File: src/rtl/reg_op_sequencer.sv
// Multi-cycle sequencer: fetches two operands over one register_file read port, computes, then writes back.
// Optional zero/carry flag outputs are enabled by defining SEQ_FLAGS_EN.
module reg_op_sequencer #(
   parameter int DATA_WIDTH  = 16,
   parameter int INDEX_WIDTH = 2
) (
   input  logic                   clk,
   input  logic                   reset,
   input  logic                   cmd_valid,
   output logic                   cmd_ready,
   input  logic [1:0]             cmd_op,
   input  logic [INDEX_WIDTH-1:0] cmd_dst,
   input  logic [INDEX_WIDTH-1:0] cmd_src_a,
   input  logic [INDEX_WIDTH-1:0] cmd_src_b,
   output logic [INDEX_WIDTH-1:0] read_index_a,
   input  logic [DATA_WIDTH-1:0]  read_data_a,
   output logic [INDEX_WIDTH-1:0] write_index,
   output logic [DATA_WIDTH-1:0]  write_data,
   output logic                   write_enable,
   output logic                   done
`ifdef SEQ_FLAGS_EN
   ,
   output logic                   flag_zero,
   output logic                   flag_carry
`endif
);

   localparam logic [1:0] OP_ADD = 2'b00;
   localparam logic [1:0] OP_SUB = 2'b01;
   localparam logic [1:0] OP_AND = 2'b10;
   localparam logic [1:0] OP_MOV = 2'b11;

   typedef enum logic [2:0] {
      S_IDLE,
      S_READ_A,
      S_READ_B,
      S_EXEC,
      S_WRITE
   } state_t;

   state_t                 state;
   logic [1:0]             op_q;
   logic [INDEX_WIDTH-1:0] dst_q;
   logic [INDEX_WIDTH-1:0] src_b_q;
   logic [DATA_WIDTH-1:0]  op_a;
   logic [DATA_WIDTH-1:0]  op_b;
   logic [DATA_WIDTH-1:0]  result;
   logic                   we_q;
   logic                   done_q;
   logic                   accept;
   logic [DATA_WIDTH:0]    alu_out;

   // Top bit carries ADD carry-out or SUB borrow; it is 0 for AND and MOV.
   function automatic logic [DATA_WIDTH:0] alu_calc(
      input logic [1:0]            op,
      input logic [DATA_WIDTH-1:0] a,
      input logic [DATA_WIDTH-1:0] b
   );
      logic [DATA_WIDTH:0] r;
      case (op)
         OP_ADD:  r = {1'b0, a} + {1'b0, b};
         OP_SUB:  r = {(a < b), a - b};
         OP_AND:  r = {1'b0, a & b};
         default: r = {1'b0, a};
      endcase
      return r;
   endfunction

   assign alu_out      = alu_calc(op_q, op_a, op_b);
   assign cmd_ready    = reset && (state == S_IDLE || state == S_WRITE);
   assign accept       = cmd_valid && cmd_ready;
   assign write_enable = reset && we_q;
   assign done         = reset && done_q;
   assign write_index  = dst_q;
   assign write_data   = result;

   always_ff @(posedge clk) begin
      if (!reset) begin
         state        <= S_IDLE;
         op_q         <= '0;
         dst_q        <= '0;
         src_b_q      <= '0;
         op_a         <= '0;
         op_b         <= '0;
         result       <= '0;
         read_index_a <= '0;
         we_q         <= 1'b0;
         done_q       <= 1'b0;
      end else begin
         case (state)
            S_IDLE, S_WRITE: begin
               we_q   <= 1'b0;
               done_q <= 1'b0;
               if (accept) begin
                  op_q         <= cmd_op;
                  dst_q        <= cmd_dst;
                  src_b_q      <= cmd_src_b;
                  read_index_a <= cmd_src_a;
                  state        <= S_READ_A;
               end else begin
                  read_index_a <= '0;
                  state        <= S_IDLE;
               end
            end
            S_READ_A: begin
               op_a <= read_data_a;
               if (op_q == OP_MOV) begin
                  read_index_a <= '0;
                  state        <= S_EXEC;
               end else begin
                  read_index_a <= src_b_q;
                  state        <= S_READ_B;
               end
            end
            S_READ_B: begin
               op_b         <= read_data_a;
               read_index_a <= '0;
               state        <= S_EXEC;
            end
            S_EXEC: begin
               result <= alu_out[DATA_WIDTH-1:0];
               we_q   <= 1'b1;
               done_q <= 1'b1;
               state  <= S_WRITE;
            end
            default: state <= S_IDLE;
         endcase
      end
   end

`ifdef SEQ_FLAGS_EN
   // Flags change only when leaving EXEC, so they stay valid through WRITE and beyond.
   always_ff @(posedge clk) begin
      if (!reset) begin
         flag_zero  <= 1'b0;
         flag_carry <= 1'b0;
      end else if (state == S_EXEC) begin
         flag_zero  <= (alu_out[DATA_WIDTH-1:0] == '0);
         flag_carry <= alu_out[DATA_WIDTH];
      end
   end
`else
   logic unused_carry;
   assign unused_carry = alu_out[DATA_WIDTH];
`endif

endmodule

File: config.mk
export PLATFORM = sky130hd
export DESIGN_NAME = reg_op_sequencer
export DESIGN_NICKNAME = d
export VERILOG_FILES = /design/src/rtl/reg_op_sequencer.sv
export SDC_FILE = /design/constraint.sdc
export NUM_CORES = 1
export LEC_CHECK = 0
export ABC_AREA = 1
export ABC_CLOCK_PERIOD_IN_PS = 5900
export BUFFER_PORTS_ARGS = -buffer_cell sky130_fd_sc_hd__buf_2
export CAP_MARGIN = 5
export CORE_MARGIN = 4
export CORE_UTILIZATION = 45
export CTS_CLUSTER_SIZE = 40
export DETAILED_ROUTE_END_ITERATION = 16
export GPL_ROUTABILITY_DRIVEN = 0
export PLACE_DENSITY = 0.73
export SYNTH_ARGS = -nofsm -noshare
export SYNTH_HDL_FRONTEND = slang
export SYNTH_SLANG_ARGS = --single-unit
File: constraint.sdc
create_clock -name clk -period 5.9 [get_ports clk]
set_input_delay 1.18 -clock clk [delete_from_list [all_inputs] [get_ports clk]]
set_output_delay 1.18 -clock clk [all_outputs]
set_load 0.05 [all_outputs]
==> out/results.txt, run 1 <==
Mean area per synthesized cell = 6.905 sq um
Post-CTS setup buffer count = 0
Drt pass-1 iters = 5
Power, Total = 1369 uW
Clk pwr share = 24.1%
IO Port Bufs = 49
Post_cts resized = 0
Status = completed
Top-Level Pins = 50
RSZ-0062 raised after global routing = false
Pre-CTS WS = 2.056 ns
Worst Skew = 0.01049 ns
Die Y-Extent = 97.24 um
FILL cells = 772
Vias in the first global route = 3350
Worst Path Required = 4.72 ns
Comb power frac = 42.3%
CP max stage cell = buf_2
Post-DP HPWL = 6.521 mm
Maximum clock path buffer count = 2
Gr ovfl total = 0
Crit end category = output port
Hold EP = write_index[0]
Critical Path, Cell by Cell = buf_2 -> inv_1 -> nor3_2 -> buf_2
Worst Hold Class = register to register
Slew @ Worst Pin = 1.056 ns
Synth warn = 0
Synthesized net count = 564
Arrival @ worst endpoint = 2.67 ns
Chip width = 97.24 um
Critical Path Start Type = input port
P per Cell Area = 342.9 nW/um^2
ANT nets after route = 0
Psw = 565.7 uW
Max_cap viols = 0
TritonCTS clock tree = yes
R2r setup slk = 2.61 ns
Synthesis-to-finish area growth = 11.45%
Root Driver = clkbuf_8
Worst-path clk slew = 0.07 ns
Internal power = 803.8 uW
LEAKAGE = 0.002002 uW
DR WL/cell = 13.27 um
Post-synth EDFFs = 0
Sequential Power Share = 33.6%
Largest net degree at the start of global routing = 57
Switching part of the total = 41.31%
Synth cell types = 39
Cell area after synthesis = 3583 sq um
Die area = 9455 sq um
Hold_ws = 0.4687 ns
Hold path cells = 2
F_max = 260.0 MHz
Fin Setup TNS = 0 ns
Starting density of the core = 46.37%
Seq/Total Area, Yosys = 33.52%
Vias = 3467
Worst skew pair latency = 0.34 ns
Max-slew headroom = 29.47%
Final count of negative-setup-slack endpoints = 0
RR Endpoint = write_data[15]
Most common cell on crit path = buf_2
Worst r2r src = op_q[1]
Crit path max fanout = 56
TritonCTS Sinks = 60
H-tree depth = 3
Final max-slew violation count = 0
1st-iter DRT viols = 207
Detailed Route WL = 8.822 mm
Total GRT Usage = 18.89%
Period utilisation layout = 65.19%
Mapped Cells = 519
Critical Setup Path Class = input port to output port
Layout net count = 603
Reg2Reg Depth = 16
Num CTS Buffers = 9
Crit-path max cell delay = 0.60 ns
Min-delay src = write_index[0]
Core Area = 7727 sq um
Post-CTS Hold Buffers = 0
Peak supply drop = 0.0001597 V
Yosys reg bits = 60
Fin area = 3994 sq um
Worst setup margin = 2.054 ns
Fin. Hold Viols = 0
Placed instance area = 3824 sq um
Layout cells sized above 1 = 15.81%
DRC = 0
Diodes inserted = 0
Site row count = 32
Ys async rst share = 0%
Global-route wire length before repair = 15.01 mm
Vias per inst = 5.214
Tmin final = 3.846 ns
Initial antenna violation count = 0
Synth Flop Type = dfxtp_1
## critical path: cells and delay by family
kind                   cells  cell delay [ns]
buffers and inverters      3             1.22
AND/OR/NAND/NOR            1             0.25
## cells by family (layout without fill, tap and decap cells)
family / count (synthesis) / after routing / synth area share (%)
buf+inv: 79 / 123 / 10.09
fa+ha+maj: 18 / 18 / 6.494
simple gates: 207 / 207 / 25.00
compound gates: 141 / 141 / 21.47
flops: 60 / 60 / 33.52
xor+xnor: 14 / 14 / 3.422
## area by class of cell
cell class | instances | area (sq um) | area share, %
clock inverter | 4 | 25.02 | 0.6266
inverter | 57 | 221.5 | 5.545
clock buffer | 12 | 145.1 | 3.634
multi-input combinational | 380 | 2021 | 50.60
sequential | 60 | 1201 | 30.08
tap | 102 | 127.6 | 3.195
timing repair buffer | 50 | 252.7 | 6.328
## power by group through the flow
| stage | clock (uW) | combinational [uW] | sequential [uW] |
|---|---|---|---|
| 3_3_place_gp | 0 | 560 | 467 |
| 3_5_place_dp | 0 | 570 | 467 |
| 6_report | 331 | 579 | 460 |
| 4_1_cts | 335 | 574 | 459 |
| 2_1_floorplan | 0 | 459 | 472 |
| 5_1_grt | 351 | 664 | 463 |
## through the flow
step / cells / util [%]
2_1_floorplan: 519 / -
3_3_place_gp: 649 / 49.48
3_5_place_dp: 649 / 49.48
4_1_cts: 665 / 51.68
5_1_grt: 665 / 51.68
6_report: 665 / 51.68
## synth_stat cells (all sizes together), types with 2 or more instances
cell type / count / area (sq um)
nand3b: 3 / 22.52
clkbuf: 9 / 33.78
a31oi: 18 / 112.6
nand3: 32 / 160.2
xor2: 12 / 105.1
nor3: 5 / 51.30
dfxtp: 60 / 1201
buf: 13 / 106.4
ha: 17 / 212.7
inv: 57 / 221.5
or2: 4 / 25.02
nor2: 56 / 220.2
nand2: 106 / 410.4
o31ai: 2 / 20.02
a21oi: 54 / 281.5
xnor2: 2 / 17.52
o21ai: 63 / 326.6
## placed cells by master, fill, tap and decap left out, drive strengths merged, types with 3 or more instances in the layout
master  count
buf        50
a31oi      18
xor2       12
nor2       56
nand3b      3
or2         4
clkbuf     12
dfxtp      60
a21oi      54
nand2     106
nand3      32
o21ai      63
ha         17
nor3        5
inv        57
## registers in the layout, summed over array words and instances (netlist names)
name          cells
read_index_a      2
state             3
op_b             16
write_index       2
src_b_q           2
op_a             16
done_q            1
op_q              2
write_data       16
## worst max-delay path by stage
stage                   end  slack, ns  cells past startpoint  startpoint
6_report          cmd_ready       2.05                      4       reset
5_1_grt           cmd_ready       1.88                      4       reset
4_1_cts           cmd_ready       2.05                      4       reset
3_5_place_dp      cmd_ready       2.06                      4       reset
3_3_place_gp      cmd_ready       2.08                      4       reset
2_1_floorplan  write_enable       2.63                      4       reset
## per-layer routing
| metal | part of all wire, % | up-vias | routed length (um) | global-route usage [%] |
|---|---|---|---|---|
| met5 | 0 | - | 0 | 0 |
| met4 | 1.9 | 0 | 171 | 7.135 |
| met1 | 49 | 1550 | 4283 | 24.44 |
| met2 | 44 | 107 | 3853 | 31.10 |
| met3 | 5.8 | 16 | 513 | 3.733 |
| li1 | - | 1794 | - | - |
No activity file was read; power rests on OpenSTA's default activity.
==> run 2, diff against run 1 <==
ABC_CLOCK_PERIOD_IN_PS = 3500   (was 5900)
PLACE_DENSITY = 0.76   (was 0.73)
clock period = 3.5 ns   (was 5.9 ns; I/O delays follow)
==> out/results.txt, run 2 (same netlist as run 1, synthesis figures left out) <==
Status = completed
Post-CTS setup buffer count = 0 (unchanged)
Worst Hold Class = register to register
Post-DP HPWL = 6.650 mm (+2.0%)
Top-Level Pins = 50 (unchanged)
Crit path max fanout = 4 (-93%)
Gr ovfl total = 0 (unchanged)
TritonCTS clock tree = yes
Die area = 9455 sq um (unchanged)
H-tree depth = 3 (unchanged)
Die Y-Extent = 97.24 um (unchanged)
TritonCTS Sinks = 60 (unchanged)
Starting density of the core = 46.37% (unchanged)
F_max = 371.9 MHz
Drt pass-1 iters = 5 (unchanged)
Post-CTS Hold Buffers = 0 (unchanged)
Slew @ Worst Pin = 0.6978 ns (-0.3586 ns)
Power, Total = 2317 uW (+69%)
Period utilisation layout = 76.82%
Peak supply drop = 0.0002610 V (+63%)
Grt peak-use layer = met2
Maximum clock path buffer count = 2 (unchanged)
Arrival @ worst endpoint = 2.93 ns (+0.26 ns)
LEAKAGE = 0.002016 uW (+0.71%)
Crit end category = register
Layout cells sized above 1 = 16.25% (+0.45 points)
DRC = 0 (unchanged)
DR WL/cell = 13.44 um (+1.3%)
Worst-path clk slew = 0.07 ns (about the same)
Site row count = 32 (unchanged)
Global-route wire length before repair = 15.06 mm (+0.32%)
Largest net degree at the start of global routing = 39 (-32%)
Max_cap viols = 0 (unchanged)
Critical Path Start Type = register
Fin. Hold Viols = 0 (unchanged)
GRT met3 Usage = 4.379% (+0.65 points)
Core Area = 7727 sq um (unchanged)
Worst skew pair latency = 0.35 ns (about the same)
Fin Setup TNS = 0 ns (unchanged)
Tmin final = 2.689 ns
Diodes inserted = 0 (unchanged)
IO Port Bufs = 49 (unchanged)
RSZ-0062 raised after global routing = false
Worst Skew = 0.006644 ns (-0.003845 ns)
Post_cts resized = 0 (unchanged)
Num CTS Buffers = 9 (unchanged)
Vias = 3511 (+1.3%)
Chip width = 97.24 um (unchanged)
Synthesis-to-finish area growth = 12.08%
R2r setup slk = 0.81 ns (-1.80 ns)
Root Driver = clkbuf_8
Final count of negative-setup-slack endpoints = 0 (unchanged)
Layout net count = 606 (+0.50%)
Worst Path Required = 3.74 ns (-0.98 ns)
Initial antenna violation count = 0 (unchanged)
Critical Setup Path Class = register to register
Grt met1 use = 25.28% (+0.84 points)
Highest-count cells in the layout ignoring fill and taps = nand2_1 (103), dfxtp_1 (60), o21ai_0 (59), nor2_1 (54), inv_1 (52)
ANT nets after route = 0 (unchanged)
P per Cell Area = 577.0 nW/um^2 (+68%)
Vias in the first global route = 3316 (-1.0%)
Vias per inst = 5.256 (+0.81%)
Max-slew headroom = 53.33% (+24 points)
Commonest non-fill, non-tap cell in the layout = nand2_1
Detailed Route WL = 8.977 mm (+1.8%)
1st-iter DRT viols = 317 (+53%)
Final max-slew violation count = 0 (unchanged)
Total GRT Usage = 19.20% (+0.32 points)
Met2 Use GR = 31.26% (+0.16 points)
==> run 2: changes by cell type in the layout (fill, tap and decap cells not counted), sizes merged <==
| cell | delta |
|---|---|
| buf | +3 |
==> run 2: power by group <==
part	switching (uW)	internal [uW]
sequential	38.8	729
clock	283	274
combinational	638	355
==> run 2: per-stage QoR <==
step / hold slack [ns] / area [sq um] / worst slack [ns] / cells / util (%)
finish: 0.4709 / 4016 / 0.8113 / 668 / 51.98
global route: 0.5028 / 4016 / 0.5006 / 668 / 51.98
CTS: 0.4733 / 4016 / 0.8366 / 668 / 51.98
detailed placement: 0.4634 / 3846 / 0.8667 / 652 / 49.77
global placement: 0.4560 / 3846 / 0.9437 / 652 / 49.77
floorplan: 0.4454 / 3583 / 1.119 / 519 / -
==> run 2: path summary, 6_finish.rpt <==
kind,from,cells after the start,endpoint
max reg2reg,op_b[0],19,write_data[15]
max,op_b[0],19,write_data[15]
min reg2reg,write_index[1],2,write_index[1]
min,write_index[1],2,write_index[1]
==> run 2: final cells by class <==
| class | instances | area, sq um |
|---|---|---|
| Fill cell | 760 | 3711 |
| Multi-Input combinational cell | 380 | 2021 |
| Sequential cell | 60 | 1201 |
| Timing Repair Buffer | 53 | 275.3 |
| Inverter | 57 | 221.5 |
| Clock buffer | 12 | 145.1 |
| Tap cell | 102 | 127.6 |
| Clock inverter | 4 | 25.02 |
==> run 2: routing by layer <==
layer	vias to the layer above	routed length, um
li1	1804	-
met1	1581	4252
met2	111	3987
met3	15	574
met4	0	162
met5	-	0
==> run 2: critical path: stages, from the launching register on <==
cell     delay (ns)
dfxtp_1        0.34
inv_1          0.10
ha_1           0.15
inv_1          0.05
nor3_2         0.13
nand3_1        0.13
nor3_2         0.14
nor2_2         0.08
nor2_4         0.12
nand2_1        0.08
xor2_1         0.16
ha_1           0.34
nand2_1        0.14
inv_1          0.05
a21oi_1        0.18
nand2_1        0.07
a21oi_1        0.12
nand3_1        0.08
nand3_1        0.07
a21oi_1        0.06
==> run 3, diff against run 2 <==
ABC_CLOCK_PERIOD_IN_PS = 2400   (was 3500)
clock period = 2.4 ns   (was 3.5 ns; I/O delays follow)
==> out/results.txt, run 3 (same netlist as run 1, synthesis figures left out) <==
Die area = 9455 sq um (unchanged)
R2r setup slk = -0.35 ns (-1.16 ns)
F_max = 364.0 MHz (-2.1%)
LEAKAGE = 0.002223 uW (+10%)
Worst setup margin = -0.3471 ns (-1.158 ns)
Sequential Power Share = 24.9% (-8.2 points)
Vias in the first global route = 3613 (+9.0%)
Root Driver = clkbuf_8
Min-delay src = cmd_src_b[0]
Worst Path Required = 2.67 ns (-1.07 ns)
Highest-count cells in the layout ignoring fill and taps = nand2_1 (85), dfxtp_1 (57), o21ai_0 (54), buf_2 (49), nor2_1 (47)
Die Y-Extent = 97.24 um (unchanged)
Vias = 3954 (+13%)
Failing checks = setup timing
Pre-CTS WS = -0.2101 ns (-1.077 ns)
Largest net degree at the start of global routing = 37 (-5.1%)
TritonCTS clock tree = yes
Hold_ws = 0.3217 ns (-0.1491 ns)
Worst skew pair latency = 0.35 ns (about the same)
Hold path cells = 3 (+1)
Total GRT Usage = 20.98% (+1.8 points)
Fin. Hold Viols = 0 (unchanged)
DR WL/cell = 16.75 um (+25%)
Post-DP HPWL = 7.003 mm (+5.3%)
Placed instance area = 3936 sq um (+2.3%)
Layout net count = 628 (+3.6%)
Worst-path clk slew = 0.07 ns (about the same)
TritonCTS Sinks = 60 (unchanged)
Period utilisation layout = 114.5% (+38 points)
Internal power = 2633 uW (+94%)
Starting density of the core = 46.37% (unchanged)
Top-Level Pins = 50 (unchanged)
Arrival @ worst endpoint = 3.02 ns (+0.09 ns)
Synthesis-to-finish area growth = 28.49%
IO Port Bufs = 49 (unchanged)
Reg2Reg Depth = 14 (-5)
Crit end category = register
Worst Hold Class = input port to register
Layout cells sized above 1 = 31.69% (+15 points)
RSZ-0062 raised after global routing = true
Final count of negative-setup-slack endpoints = 8 (+8)
Core Area = 7727 sq um (unchanged)
Commonest non-fill, non-tap cell in the layout = nand2_1
ANT nets after route = 0 (unchanged)
Slew @ Worst Pin = 0.5846 ns (-0.1132 ns)
Chip width = 97.24 um (unchanged)
Hold EP = src_b_q[0]
Comb power frac = 50.4% (+7.5 points)
Critical Setup Path Class = register to register
Peak supply drop = 0.0005063 V (+94%)
Worst Skew = 0.01036 ns (+0.003716 ns)
Power, Total = 4512 uW (+95%)
DRC = 0 (unchanged)
Switching part of the total = 41.65% (+0.24 points)
Max_cap viols = 0 (unchanged)
Initial antenna violation count = 0 (unchanged)
Maximum clock path buffer count = 2 (unchanged)
Fin area = 4604 sq um (+15%)
Diodes inserted = 0 (unchanged)
Worst r2r src = op_b[3]
Status = complete, but fails checks
CP max stage cell = dfxtp_1
Final max-slew violation count = 0 (unchanged)
H-tree depth = 3 (unchanged)
Global-route wire length before repair = 16.53 mm (+9.8%)
Drt pass-1 iters = 5 (unchanged)
Tmin final = 2.747 ns (+0.05844 ns)
Crit-path max cell delay = 0.36 ns (+0.02 ns)
RR Endpoint = write_data[14]
Site row count = 32 (unchanged)
Critical Path, Cell by Cell = nor2_1 -> nand2_1 -> o21ai_4 -> inv_1 -> a21oi_2 -> xor2_1 -> ha_1 -> a21oi_2 -> o21ai_4 -> a21oi_2 -> nand2_1 -> nand2_1 -> nand3_1 -> a21oi_1
Vias per inst = 5.739 (+9.2%)
Crit path max fanout = 4 (unchanged)
Psw = 1879 uW (+96%)
Num CTS Buffers = 9 (unchanged)
P per Cell Area = 979.9 nW/um^2 (+70%)
Critical Path Start Type = register
Clk pwr share = 24.7% (+0.7 points)
1st-iter DRT viols = 368 (+16%)
FILL cells = 659 (-13%)
Post-CTS Hold Buffers = 0 (unchanged)
Detailed Route WL = 11.54 mm (+29%)
Gr ovfl total = 0 (unchanged)
Max-slew headroom = 60.98% (+7.7 points)
-- run 3: changes by cell type in the layout (fill, tap and decap cells not counted), sizes merged --
cell / previous run / this run
buf: 53 / 75
clkbuf: 12 / 11
clkinvlp: 2 / 1
bufinv: 0 / 3
clkinv: 2 / 0
-- run 3: power groups by stage --
stage	clock network [uW]	logic, uW	registers, uW
detailed placement	0	1500	1140
finish	1110	2270	1120
CTS	1120	1720	1120
global route	1160	2420	1130
floorplan	0	1130	1160
global placement	0	1460	1140
-- run 3: stage by stage --
step | std cells | setup TNS (ns) | utilization [%]
finish | 689 | -1.665 | 59.59
global route | 689 | -2.900 | 59.59
CTS | 683 | -0.7045 | 56.25
detailed placement | 664 | -0.7452 | 50.94
global placement | 664 | -0.3545 | 50.94
floorplan | 519 | 0 | -
-- run 3: timing repair --
item,CTS,global route
cloned,0,0
setup endpoints to repair,7,10
pin swaps,16,24
resized for setup,39,59
setup buffers,4,6
-- run 3: area by class of cell --
class	instances	area, sq um	area share [%]
multi-input combinational	380	2354	51.11
tap	102	127.6	2.772
clock buffer	11	141.4	3.071
clock inverter	4	97.59	2.120
sequential	60	1205	26.17
timing repair buffer	75	455.4	9.891
inverter	57	224.0	4.864
-- run 3: how the worst max path moves through the flow --
stage / from / to / cells past startpoint
2_1_floorplan: op_b[0] / write_data[15] / 19
3_3_place_gp: op_b[0] / write_data[13] / 20
3_5_place_dp: op_b[0] / write_data[15] / 20
4_1_cts: op_b[1] / write_data[15] / 19
5_1_grt: op_b[1] / write_data[14] / 19
6_report: op_b[3] / write_data[14] / 14
-- run 3: layer usage --
| layer | share of wire, % | vias up | global-route usage, % |
|---|---|---|---|
| li1 | - | 1841 | - |
| met1 | 40 | 1789 | 25.94 |
| met2 | 45 | 253 | 35.24 |
| met3 | 9.2 | 71 | 4.810 |
| met4 | 6.2 | 0 | 8.413 |
| met5 | 0 | - | 0 |
-- run 3: worst max-delay path: cells and delay by family (launching register included) --
kind                     cells  cell delay [ns]
AO/OA/AOI/OAI                6             1.13
AND/OR/NAND/NOR              5             0.55
flip-flops                   1             0.36
adder cells (fa/ha/maj)      1             0.36
XOR/XNOR                     1             0.18
buffers and inverters        1             0.07
